==> config.mk <==
export PLATFORM = sky130hd
export DESIGN_NAME = memoria_unidade_controle_param_flat
export DESIGN_NICKNAME = d
export VERILOG_FILES = /design/src/rtl/memoria_unidade_controle_param_if.sv /design/src/rtl/memoria_unidade_controle_param.sv /design/src/flat_wrapper.sv
export SDC_FILE = /design/constraint.sdc
export NUM_CORES = 1
export LEC_CHECK = 0
export ABC_CLOCK_PERIOD_IN_PS = 2200
export CAP_MARGIN = 20
export CELL_PAD_IN_SITES_DETAIL_PLACEMENT = 1
export CELL_PAD_IN_SITES_GLOBAL_PLACEMENT = 1
export CORE_ASPECT_RATIO = 0.5
export CORE_MARGIN = 1
export CORE_UTILIZATION = 39
export CTS_BUF_LIST = sky130_fd_sc_hd__clkbuf_2
export DETAILED_ROUTE_END_ITERATION = 8
export GPL_ROUTABILITY_DRIVEN = 0
export PLACE_DENSITY_LB_ADDON = 0.25
export SLEW_MARGIN = 10
export SYNTH_ARGS = -nofsm -noshare
export SYNTH_HDL_FRONTEND = slang
export SYNTH_SLANG_ARGS = --single-unit
==> constraint.sdc <==
create_clock -name clock -period 2.2 [get_ports clock]
set_clock_uncertainty 0.2 [all_clocks]
set_input_delay 0.66 -clock clock [delete_from_list [all_inputs] [get_ports clock]]
set_output_delay 0.66 -clock clock [all_outputs]
set_load 0.1 [all_outputs]
==> src/rtl/memoria_unidade_controle_param_if.sv <==
// Bus between the memory-game control unit (master) and its datapath (slave):
// ROM address, current round index, LED enable, play-register controls and the comparator result.
interface memoria_unidade_controle_param_if #(
  parameter int AW = 4
);
  logic [AW-1:0] endereco;
  logic [AW-1:0] rodada;
  logic          leds_en;
  logic          zeraR;
  logic          registraR;
  logic          igual;

  modport master (output endereco, rodada, leds_en, zeraR, registraR, input igual);
  modport slave  (input endereco, rodada, leds_en, zeraR, registraR, output igual);
endinterface

==> src/rtl/memoria_unidade_controle_param.sv <==
// Control unit for the memory game: owns position, round, lives and timer counters and sequences
// showing the LED pattern, collecting player moves and reporting the game result.
module memoria_unidade_controle_param #(
  parameter int N_JOGADAS = 16,
  parameter int T_LED     = 1000,
  parameter int T_APAGADO = 250,
  parameter int T_JOGADA  = 3000,
  parameter int VIDAS     = 3
) (
  input  logic       clock,
  input  logic       reset,
  input  logic       jogar,
  input  logic [1:0] nivel,
  input  logic       modo,
  input  logic       tem_jogada,
  memoria_unidade_controle_param_if.master dp,
  output logic [2:0] vidas,
  output logic       pronto,
  output logic       ganhou,
  output logic       perdeu,
  output logic       deu_timeout,
  output logic [3:0] db_estado
);
  localparam int AW    = $clog2(N_JOGADAS);
  localparam int PASSO = N_JOGADAS / 4;
  localparam int T_MAX = (T_LED > T_APAGADO) ? ((T_LED > T_JOGADA) ? T_LED : T_JOGADA)
                                             : ((T_APAGADO > T_JOGADA) ? T_APAGADO : T_JOGADA);
  localparam int TW    = $clog2(T_MAX);

  localparam logic [TW-1:0] T_LED_FIM     = TW'(T_LED - 1);
  localparam logic [TW-1:0] T_APAGADO_FIM = TW'(T_APAGADO - 1);
  localparam logic [TW-1:0] T_JOGADA_FIM  = TW'(T_JOGADA - 1);
  localparam logic [2:0]    VIDAS_INI     = 3'(VIDAS);

  // Encodings double as the debug state code.
  typedef enum logic [3:0] {
    INICIAL     = 4'h0,
    PREPARACAO  = 4'h1,
    NOVA_RODADA = 4'h2,
    ESPERA      = 4'h3,
    REGISTRA    = 4'h4,
    COMPARA     = 4'h5,
    PROXIMO     = 4'h6,
    ERRO_VIDA   = 4'h7,
    FIM_ACERTO  = 4'hA,
    MOSTRA      = 4'hB,
    APAGA       = 4'hC,
    FIM_MOSTRA  = 4'hD,
    FIM_ERRO    = 4'hE,
    FIM_TIMEOUT = 4'hF
  } estado_t;

  estado_t       estado;
  logic [AW-1:0] endereco_q;
  logic [AW-1:0] rodada_q;
  logic [AW-1:0] limite_q;
  logic [2:0]    vidas_q;
  logic [TW-1:0] timer_q;
  logic [AW-1:0] limite_novo;

  // Handshakes: tem_jogada is a one-cycle valid that is only accepted (ready) in ESPERA and is
  // dropped elsewhere; registraR loads the play register and igual is valid one cycle later, in COMPARA.
  always_comb limite_novo = AW'(PASSO * (int'(nivel) + 1) - 1);

  always_ff @(posedge clock or negedge reset) begin
    if (!reset) begin
      estado     <= INICIAL;
      endereco_q <= '0;
      rodada_q   <= '0;
      limite_q   <= '0;
      vidas_q    <= '0;
      timer_q    <= '0;
    end else begin
      case (estado)
        INICIAL: if (jogar) estado <= PREPARACAO;
        PREPARACAO: begin
          limite_q <= limite_novo;
          rodada_q <= modo ? limite_novo : '0;
          vidas_q  <= VIDAS_INI;
          estado   <= NOVA_RODADA;
        end
        NOVA_RODADA: begin
          endereco_q <= '0;
          timer_q    <= '0;
          estado     <= MOSTRA;
        end
        MOSTRA: begin
          if (timer_q == T_LED_FIM) begin
            timer_q <= '0;
            estado  <= APAGA;
          end else begin
            timer_q <= timer_q + TW'(1);
          end
        end
        APAGA: begin
          if (timer_q == T_APAGADO_FIM) begin
            timer_q <= '0;
            if (endereco_q == rodada_q) begin
              estado <= FIM_MOSTRA;
            end else begin
              endereco_q <= endereco_q + AW'(1);
              estado     <= MOSTRA;
            end
          end else begin
            timer_q <= timer_q + TW'(1);
          end
        end
        FIM_MOSTRA: begin
          endereco_q <= '0;
          timer_q    <= '0;
          estado     <= ESPERA;
        end
        ESPERA: begin
          // A press on the last allowed cycle still counts as a move.
          if (tem_jogada)                   estado  <= REGISTRA;
          else if (timer_q == T_JOGADA_FIM) estado  <= FIM_TIMEOUT;
          else                              timer_q <= timer_q + TW'(1);
        end
        REGISTRA: estado <= COMPARA;
        COMPARA: begin
          if (!dp.igual) begin
            if (vidas_q > 3'd1) begin
              estado <= ERRO_VIDA;
            end else begin
              vidas_q <= '0;
              estado  <= FIM_ERRO;
            end
          end else if (endereco_q != rodada_q) begin
            estado <= PROXIMO;
          end else if (rodada_q == limite_q) begin
            estado <= FIM_ACERTO;
          end else begin
            rodada_q <= rodada_q + AW'(1);
            estado   <= NOVA_RODADA;
          end
        end
        PROXIMO: begin
          endereco_q <= endereco_q + AW'(1);
          timer_q    <= '0;
          estado     <= ESPERA;
        end
        ERRO_VIDA: begin
          vidas_q <= vidas_q - 3'd1;
          estado  <= NOVA_RODADA;
        end
        FIM_ACERTO, FIM_ERRO, FIM_TIMEOUT: if (jogar) estado <= PREPARACAO;
        default: estado <= INICIAL;
      endcase
    end
  end

  // Moore outputs, decoded only from the state register.
  always_comb begin
    dp.leds_en   = 1'b0;
    dp.zeraR     = 1'b0;
    dp.registraR = 1'b0;
    pronto       = 1'b0;
    ganhou       = 1'b0;
    perdeu       = 1'b0;
    deu_timeout  = 1'b0;
    db_estado    = 4'h9;
    case (estado)
      INICIAL:     begin dp.zeraR = 1'b1; db_estado = 4'h0; end
      PREPARACAO:  begin dp.zeraR = 1'b1; db_estado = 4'h1; end
      NOVA_RODADA: db_estado = 4'h2;
      ESPERA:      db_estado = 4'h3;
      REGISTRA:    begin dp.registraR = 1'b1; db_estado = 4'h4; end
      COMPARA:     db_estado = 4'h5;
      PROXIMO:     db_estado = 4'h6;
      ERRO_VIDA:   begin dp.zeraR = 1'b1; db_estado = 4'h7; end
      MOSTRA:      begin dp.leds_en = 1'b1; db_estado = 4'hB; end
      APAGA:       db_estado = 4'hC;
      FIM_MOSTRA:  db_estado = 4'hD;
      FIM_ACERTO:  begin pronto = 1'b1; ganhou = 1'b1; db_estado = 4'hA; end
      FIM_ERRO:    begin pronto = 1'b1; perdeu = 1'b1; db_estado = 4'hE; end
      FIM_TIMEOUT: begin pronto = 1'b1; perdeu = 1'b1; deu_timeout = 1'b1; db_estado = 4'hF; end
      default:     db_estado = 4'h9;
    endcase
  end

  assign dp.endereco = endereco_q;
  assign dp.rodada   = rodada_q;
  assign vidas       = vidas_q;
endmodule
==> src/flat_wrapper.sv <==
// flat-port wrapper written by rule: the top's interface ports become plain ports
module memoria_unidade_controle_param_flat 
#(
  parameter int N_JOGADAS = 16,
  parameter int T_LED     = 1000,
  parameter int T_APAGADO = 250,
  parameter int T_JOGADA  = 3000,
  parameter int VIDAS     = 3
)
  (clock, reset, jogar, nivel, modo, tem_jogada, vidas, pronto, ganhou, perdeu, deu_timeout, db_estado, dp_endereco, dp_rodada, dp_leds_en, dp_zeraR, dp_registraR, dp_igual);
  memoria_unidade_controle_param_if dp_i ();
  input  logic clock;
  input  logic reset;
  input  logic jogar;
  input  logic [1:0] nivel;
  input  logic modo;
  input  logic tem_jogada;
  output logic [2:0] vidas;
  output logic pronto;
  output logic ganhou;
  output logic perdeu;
  output logic deu_timeout;
  output logic [3:0] db_estado;
  output wire logic [$bits(dp_i.endereco)-1:0] dp_endereco;
  output wire logic [$bits(dp_i.rodada)-1:0] dp_rodada;
  output wire logic [$bits(dp_i.leds_en)-1:0] dp_leds_en;
  output wire logic [$bits(dp_i.zeraR)-1:0] dp_zeraR;
  output wire logic [$bits(dp_i.registraR)-1:0] dp_registraR;
  input wire logic [$bits(dp_i.igual)-1:0] dp_igual;
  assign dp_endereco = dp_i.endereco;
  assign dp_rodada = dp_i.rodada;
  assign dp_leds_en = dp_i.leds_en;
  assign dp_zeraR = dp_i.zeraR;
  assign dp_registraR = dp_i.registraR;
  assign dp_i.igual = dp_igual;
  memoria_unidade_controle_param #(.N_JOGADAS(N_JOGADAS), .T_LED(T_LED), .T_APAGADO(T_APAGADO), .T_JOGADA(T_JOGADA), .VIDAS(VIDAS)) u_core (.clock(clock), .reset(reset), .jogar(jogar), .nivel(nivel), .modo(modo), .tem_jogada(tem_jogada), .dp(dp_i), .vidas(vidas), .pronto(pronto), .ganhou(ganhou), .perdeu(perdeu), .deu_timeout(deu_timeout), .db_estado(db_estado));
endmodule
==> impl_metrics.csv, run 1 <==
group,metric,value,unit
global_route,grt_pass1_vias,2795,
clock_tree,cts.htree.levels,2,
synthesis,synth.distinct_cells,65,
finish,multi_input_area,0.00181,mm2
run_status,status,"finished, violations left",
timing,grt_setup_unrepaired,"true",
synthesis,yosysWarnings,0,
timing,finalCritPeriodShare,113,%
timing,finalHoldViolCount,0,
global_route,globalRouteOverflowTotal,0,
route,viasPerCell,6.46,
critical_path,crit_chain,"inv_1, nor3_4, buf_12",
power,p_leak,0.00171,uW
timing,maxSlewViolCount,0,
clock_tree,hold_buffers,0,
global_route,grt_pass1_wl,15200,um
critical_path,end_kind,"primary output",
floorplan,die_height,55.4,um
synthesis,syn_nets,268,
synthesis,synthArstFlopShare,100,%
synthesis,synth_edf_count,0,
floorplan,dieArea,0.00603,mm2
finish,synthToLayoutAreaGrowth,79.0,%
global_route,grt_max_degree,31,
route,drc,0,
place,pre_cts_slack,-0.436,ns
route,vias,2785,
finish,nets,372,
clock_tree,cts_sinks,30,
critical_path,path_class,"register to primary output",
finish,layout-drive-gt1-share,56.7,%
place,post-dp-hpwl,5440,um
synthesis,ys.flop_type,"dfrtp_1",
floorplan,initial_utilization,40.5,%
timing,slew_headroom,69.1,%
timing,setup_tns,-4.12,ns
floorplan,boundaryPins,30,
critical_path,r2r_slack,-0.20,ns
finish,final-seq-area,771,um2
critical_path,crit_path_top_delay_cell,"dfrtp_2",
timing,min_period,2.49,ns
place,port_buffers,29,
route,dr.pass1.iters,4,
synthesis,syn_avg_cell_area,8.76,um2
critical_path,cp_max_fo,6,
route,drt-initial-drc-count,185,
power,power_density,250,mW/mm2
timing,fmax,402,MHz
clock_tree,clk_path_buf_depth,2,
clock_tree,clk_pin_slew,0.17,ns
floorplan,rows,19,
run_status,violations,"setup timing",
synthesis,ys_seq_area_share,33.7,%
synthesis,yosys.area.top_type,"dfrtp_1",
global_route,grt_use_total,34.0,%
floorplan,coreArea,0.00549,mm2
synthesis,synth_area_leaders,"dfrtp_1 (34%), o31ai_1 (4.0%), a21oi_1 (3.8%), nand2_1 (3.7%), nor2_1 (3.5%)",
timing,setup_violations,29,
timing,setup_ws,-0.290,ns
finish,layout_common_cells,"buf_4 (62), buf_12 (23), buf_6 (19)",
route,drt-total-wl,12200,um
power,peakVddDrop,0.252,mV
global_route,antenna_found_initial,0,
synthesis,ys_seq_elements,30,
critical_path,critPathLaunchType,"register",
critical_path,cp.arrival,1.63,ns
clock_tree,clockRootBuffer,"clkbuf_2",
place,dp_cells,385,
hold_path,hold_path_class,"register to register",
synthesis,syn_inst,254,
finish,fill_cells,543,
clock_tree,cts_tree,"built",
synthesis,synth_top_area_share,33.7,%
critical_path,crit_required,1.34,ns
route,antenna_left,0,
synthesis,synth_area,0.00222,mm2
clock_tree,clock_latency,0.43,ns
job,drv_cap,0,
finish,finalNonFillerCells,431,
floorplan,die_width,109,um
finish,final_util,72.5,%
route,wire_per_inst,28.2,um
timing,tightestPinTransition,0.461,ns
power,finalPower,994,uW
finish,num_antenna_cells,0,
finish,final_common_cell,"buf_4",
clock_tree,cts_buffers,5,
critical_path,slowest_delay,0.52,ns
[critical path, delay by kind of cell (launching register included)]
family                 cells  cell delay, ns
buffers and inverters      2            0.41
flip-flops                 1            0.52
AND/OR/NAND/NOR            1            0.28
[per-layer routing]
layer	track usage, %	wire (um)	vias up
met5	0	0	-
met4	13.5	524	0
met3	8.85	751	53
met2	57.2	5800	148
met1	41.4	5070	1424
li1	-	-	1160
[worst paths after layout]
path,startpoint,end,depth (start not counted)
worst max-delay path,u_core.estado[1],ganhou,3
worst min register to register,u_core.limite_q[1],u_core.limite_q[1],1
worst max register to register,u_core.estado[3],u_core.timer_q[2],9
max in group asynchronous,reset,u_core.dp.endereco[2],2
worst min-delay path,u_core.limite_q[1],u_core.limite_q[1],1
min in group asynchronous,reset,u_core.limite_q[2],2
[logic make-up (layout without fill, tap and decap cells)]
family | after synthesis | count (layout) | share of synthesized area, %
xor+xnor | 8 | 8 | 3.15
compound gates | 73 | 74 | 24.7
flops | 30 | 30 | 33.7
buf+inv | 30 | 133 | 6.07
fa+ha+maj | 6 | 6 | 3.37
mux | 8 | 8 | 3.71
simple gates | 99 | 99 | 25.2
[Yosys cell counts (all sizes together), types with 3 or more instances]
cell type and count:
nor2 21, mux2i 6, o21ai 8, dfrtp 30
o211ai 3, buf 7, nand3 8, or2 3
a21o 3, nand2b 7, a2bb2oi 3, clkbuf 8
ha 6, and3 3, nand4 6, nand2 22
nor3 4, a21oi 18, inv 15, o31ai 12
or4 7, and4 3, xnor2 8, a211oi 3
[layout make-up]
| class | count | area share [%] |
|---|---|---|
| inverter | 15 | 1.57 |
| tap | 73 | 2.29 |
| clock buffer | 7 | 0.880 |
| timing repair buffer | 111 | 30.4 |
| sequential | 30 | 19.4 |
| multi-input combinational | 195 | 45.5 |
[sequential cells by signal (all words and copies together) (netlist names)]
signal and cells:
u_core.timer_q 12, u_core.vidas 3, u_core.dp.endereco 4, u_core.limite_q 3
u_core.dp.rodada 4, u_core.estado 4
[timing repair]
item	4_1_cts	5_1_grt
gates cloned	0	1
setup buffers	17	22
pin swaps	14	28
endpoints found under the setup margin	27	31
gates resized for setup	34	69
[report_power, final]
group          switching (uW)  internal [uW]
Sequential               12.7            558
Clock                     216           82.3
Combinational            75.0           49.9
Total                     304            690
[stage by stage]
step,area (um2),hold slack [ns]
floorplan,2370,0.164
global placement,3170,0.270
global route,3980,0.349
CTS,3460,0.329
finish,3980,0.346
detailed placement,3170,0.291
Power figures use the tool's default switching activity.
==> inputs of run 2 (changes only) <==
ABC_CLOCK_PERIOD_IN_PS = 2000   (was 2200)
clock period = 2 ns   (was 2.2 ns; I/O delays follow)
==> impl_metrics.csv, run 2 <==
group,metric,value,unit
run_status,status,"did not finish",
run_status,stop_stage,"global routing (5_1_grt)",
run_status,error,"[ERROR DPL-0033] detailed placement checks failed during check placement.",
floorplan,die_width,109,um
synthesis,synth.distinct_cells,65,
place,dp_cells,403,
place,port_buffers,29,
clock_tree,cts.htree.levels,2,
synthesis,syn_inst,254,
clock_tree,cts_sinks,30,
floorplan,die_height,55.4,um
clock_tree,hold_buffers,0,
global_route,antenna_found_initial,0,
floorplan,rows,19,
synthesis,synth_common_cells,"dfrtp_1 (30), nand2_1 (22), nor2_1 (21), a21oi_1 (17), inv_1 (15)",
synthesis,yosysMostFrequentCell,"dfrtp_1",
clock_tree,clk_path_buf_depth,2,
synthesis,ys_seq_elements,30,
synthesis,syn_nets,268,
synthesis,ys.flop_type,"dfrtp_1",
clock_tree,clockRootBuffer,"clkbuf_2",
clock_tree,cts_buffers,5,
global_route,grt_max_degree,31,
synthesis,ys_seq_area_share,33.7,%
synthesis,synth_area,0.00222,mm2
timing,worstEpCategory,"top-level output",
place,post-dp-hpwl,6170,um
synthesis,syn_avg_cell_area,8.76,um2
synthesis,synthArstFlopShare,100,%
floorplan,boundaryPins,30,
synthesis,synth_edf_count,0,
floorplan,initial_utilization,40.5,%
synthesis,synth_area_leaders,"dfrtp_1 (34%), o31ai_1 (4.0%), a21oi_1 (3.8%), nand2_1 (3.7%), nor2_1 (3.5%)",
timing,grt_worst_setup_endpoint,"dp_zeraR",
synthesis,yosysWarnings,0,
synthesis,yosys.area.top_type,"dfrtp_1",
synthesis,synth_top_area_share,33.7,%
## run 2: cell counts after synthesis
Identical to the previous run, type by type.
## run 2: metrics by stage
stage / util, % / hold WS [ns] / cell area [um2] / setup slack [ns]
2_1_floorplan: - / 0.104 / 2380 / -0.258
3_3_place_gp: 61.3 / 0.282 / 3370 / -0.458
3_5_place_dp: 61.3 / 0.314 / 3370 / -0.534
4_1_cts: 70.7 / 0.354 / 3880 / -0.402
## run 2: what timing repair did
action | 4_1_cts
gates resized for setup | 68
cloned | 0
buffers inserted | 22
endpoints found under the setup margin | 36
pin swaps | 25
hold endpoints to repair | 0
## run 2: kinds of logic after synthesis
logic type / share of synthesized area, %
AOI/OAI and AO/OA: 24.7
and+or+nand+nor: 25.2
adders and majority gates: 3.37
xor gates and xnor gates: 3.15
DFF: 33.7
buffers and inverters: 6.07
muxes: 3.71
==> inputs of run 3 (changes only) <==
ABC_CLOCK_PERIOD_IN_PS = 2600   (was 2000)
CELL_PAD_IN_SITES_DETAIL_PLACEMENT = unset   (was 1)
CELL_PAD_IN_SITES_GLOBAL_PLACEMENT = unset   (was 1)
CORE_ASPECT_RATIO = unset   (was 0.5)
CORE_UTILIZATION = 40   (was 39)
CTS_BUF_LIST = unset   (was sky130_fd_sc_hd__clkbuf_2)
PLACE_DENSITY_LB_ADDON = 0.15   (was 0.25)
clock period = 2.6 ns   (was 2 ns; I/O delays follow)
==> impl_metrics.csv, run 3 (synthesis gave the netlist of run 1 again) <==
group,metric,value,unit
route,vias,2107,
clock_tree,clockRootBuffer,"clkbuf_8",
finish,regMostFlops,"u_core.timer_q",
critical_path,cp_max_fo,10,
timing,slew_headroom,62.0,%
power,switching_share,25.0,%
critical_path,cp.arrival,1.52,ns
timing,grt_setup_unrepaired,"false",
place,dp_cells,356,
place,post-dp-hpwl,4160,um
job,drv_cap,0,
clock_tree,cts_tree,"built",
global_route,globalRouteOverflowTotal,0,
finish,num_antenna_cells,0,
timing,min_period,2.50,ns
floorplan,die_height,76.6,um
power,clockPowerShare,40.7,%
place,port_buffers,29,
finish,largest_reg_flops,12,
route,antenna_left,0,
power,peakVddDrop,0.239,mV
finish,layout-drive-gt1-share,24.5,%
timing,maxSlewViolCount,0,
critical_path,crit_required,1.62,ns
run_status,status,"completed",
clock_tree,cts.htree.levels,2,
global_route,antenna_found_initial,0,
critical_path,slowest_delay,0.54,ns
finish,layout_common_cells,"dfrtp_1 (28), nand2_1 (22), buf_4 (21)",
critical_path,path_class,"register to primary output",
clock_tree,cts-resized-gates,0,
finish,final_common_cell,"dfrtp_1",
route,dr.pass1.iters,4,
critical_path,end_kind,"primary output",
timing,tightestPinTransition,0.555,ns
power,p_int,723,uW
floorplan,boundaryPins,30,
clock_tree,post_cts_buffers,0,
power,share_seq_of_total_power,49.9,%
floorplan,dieArea,0.00586,mm2
finish,nets,307,
floorplan,coreArea,0.00524,mm2
timing,fmax,400,MHz
route,viasPerCell,5.79,
route,wire_per_inst,15.3,um
global_route,grt_use_total,21.1,%
critical_path,crit_path_top_delay_cell,"dfrtp_1",
critical_path,crit_chain,"buf_4, nor2b_1, nor2_2, buf_12",
power,p_switching,241,uW
global_route,grt_pass1_vias,1977,
power,power_density,325,mW/mm2
route,drt-total-wl,5580,um
clock_tree,clk_path_buf_depth,2,
power,p_leak,0.00126,uW
route,drc,0,
timing,whs,0.307,ns
floorplan,rows,26,
power,power_frac_comb,9.4,%
clock_tree,clock_latency,0.29,ns
timing,finalCritPeriodShare,96.1,%
finish,synthToLayoutAreaGrowth,33.5,%
finish,finalNonFillerCells,364,
timing,setup_violations,0,
clock_tree,hold_buffers,0,
global_route,grt_max_degree,31,
critical_path,critPathLaunchType,"register",
floorplan,initial_utilization,42.5,%
route,drt-initial-drc-count,145,
floorplan,die_width,76.6,um
clock_tree,clk_pin_slew,0.06,ns
timing,finalHoldViolCount,0,
hold_path,hold_path_class,"register to register",
global_route,grt_pass1_wl,9840,um
clock_tree,cts_sinks,30,
clock_tree,cts_buffers,5,
-- run 3: worst max-delay path, delay by kind of cell (launching register included) --
family	cells	cell delay, ns
DFF	1	0.54
buffers and inverters	2	0.44
and+or+nand+nor	2	0.24
-- run 3: through the flow --
| stage | power, uW | utilization [%] | TNS, ns | instance area (um2) | worst slack, ns |
|---|---|---|---|---|---|
| after detailed placement | 581 | 54.9 | -0.456 | 2880 | -0.163 |
| after floorplan | 531 | - | -0.362 | 2260 | -0.295 |
| after global placement | 581 | 54.9 | -0.255 | 2880 | -0.0939 |
| final | 964 | 56.7 | 0 | 2970 | 0.102 |
| after global routing | 1010 | 56.7 | 0 | 2970 | 0.0105 |
| after CTS | 977 | 56.6 | 0 | 2970 | 0.0347 |
-- run 3: area by class of cell --
type | count | area (um2)
fill | 466 | 2270
multi-input combinational | 194 | 1370
sequential | 30 | 753
timing repair buffer | 47 | 608
tap | 70 | 87.6
clock buffer | 7 | 86.3
inverter | 15 | 56.3
clock inverter | 1 | 5.00
-- run 3: worst paths after layout --
check	start	endpoint	slack [ns]	depth (start not counted)
worst max-delay path	u_core.estado[2]	pronto	0.10	4
min in group asynchronous	reset	u_core.timer_q[11]	0.69	2
max in group asynchronous	reset	u_core.estado[3]	1.19	2
worst max register to register	u_core.timer_q[0]	u_core.timer_q[2]	0.22	7
worst min register to register	u_core.limite_q[1]	u_core.limite_q[1]	0.31	1
worst min-delay path	u_core.limite_q[1]	u_core.limite_q[1]	0.31	1
-- run 3: power groups by stage --
stage	sequential (uW)	combinational, uW	clock, uW
floorplan	510	20.9	0
global placement	490	90.3	0
detailed placement	490	90.8	0
CTS	481	91.3	404
global route	482	97.0	429
finish	481	90.2	393
-- run 3: layer usage --
metal | wire length, um | track usage (%) | share of wire [%] | up-vias
li1 | - | - | - | 1041
met4 | 77 | 7.12 | 1.4 | 0
met1 | 2860 | 31.6 | 51 | 1008
met3 | 270 | 4.31 | 4.8 | 7
met2 | 2370 | 29.6 | 43 | 51
met5 | 0 | 0 | 0 | -
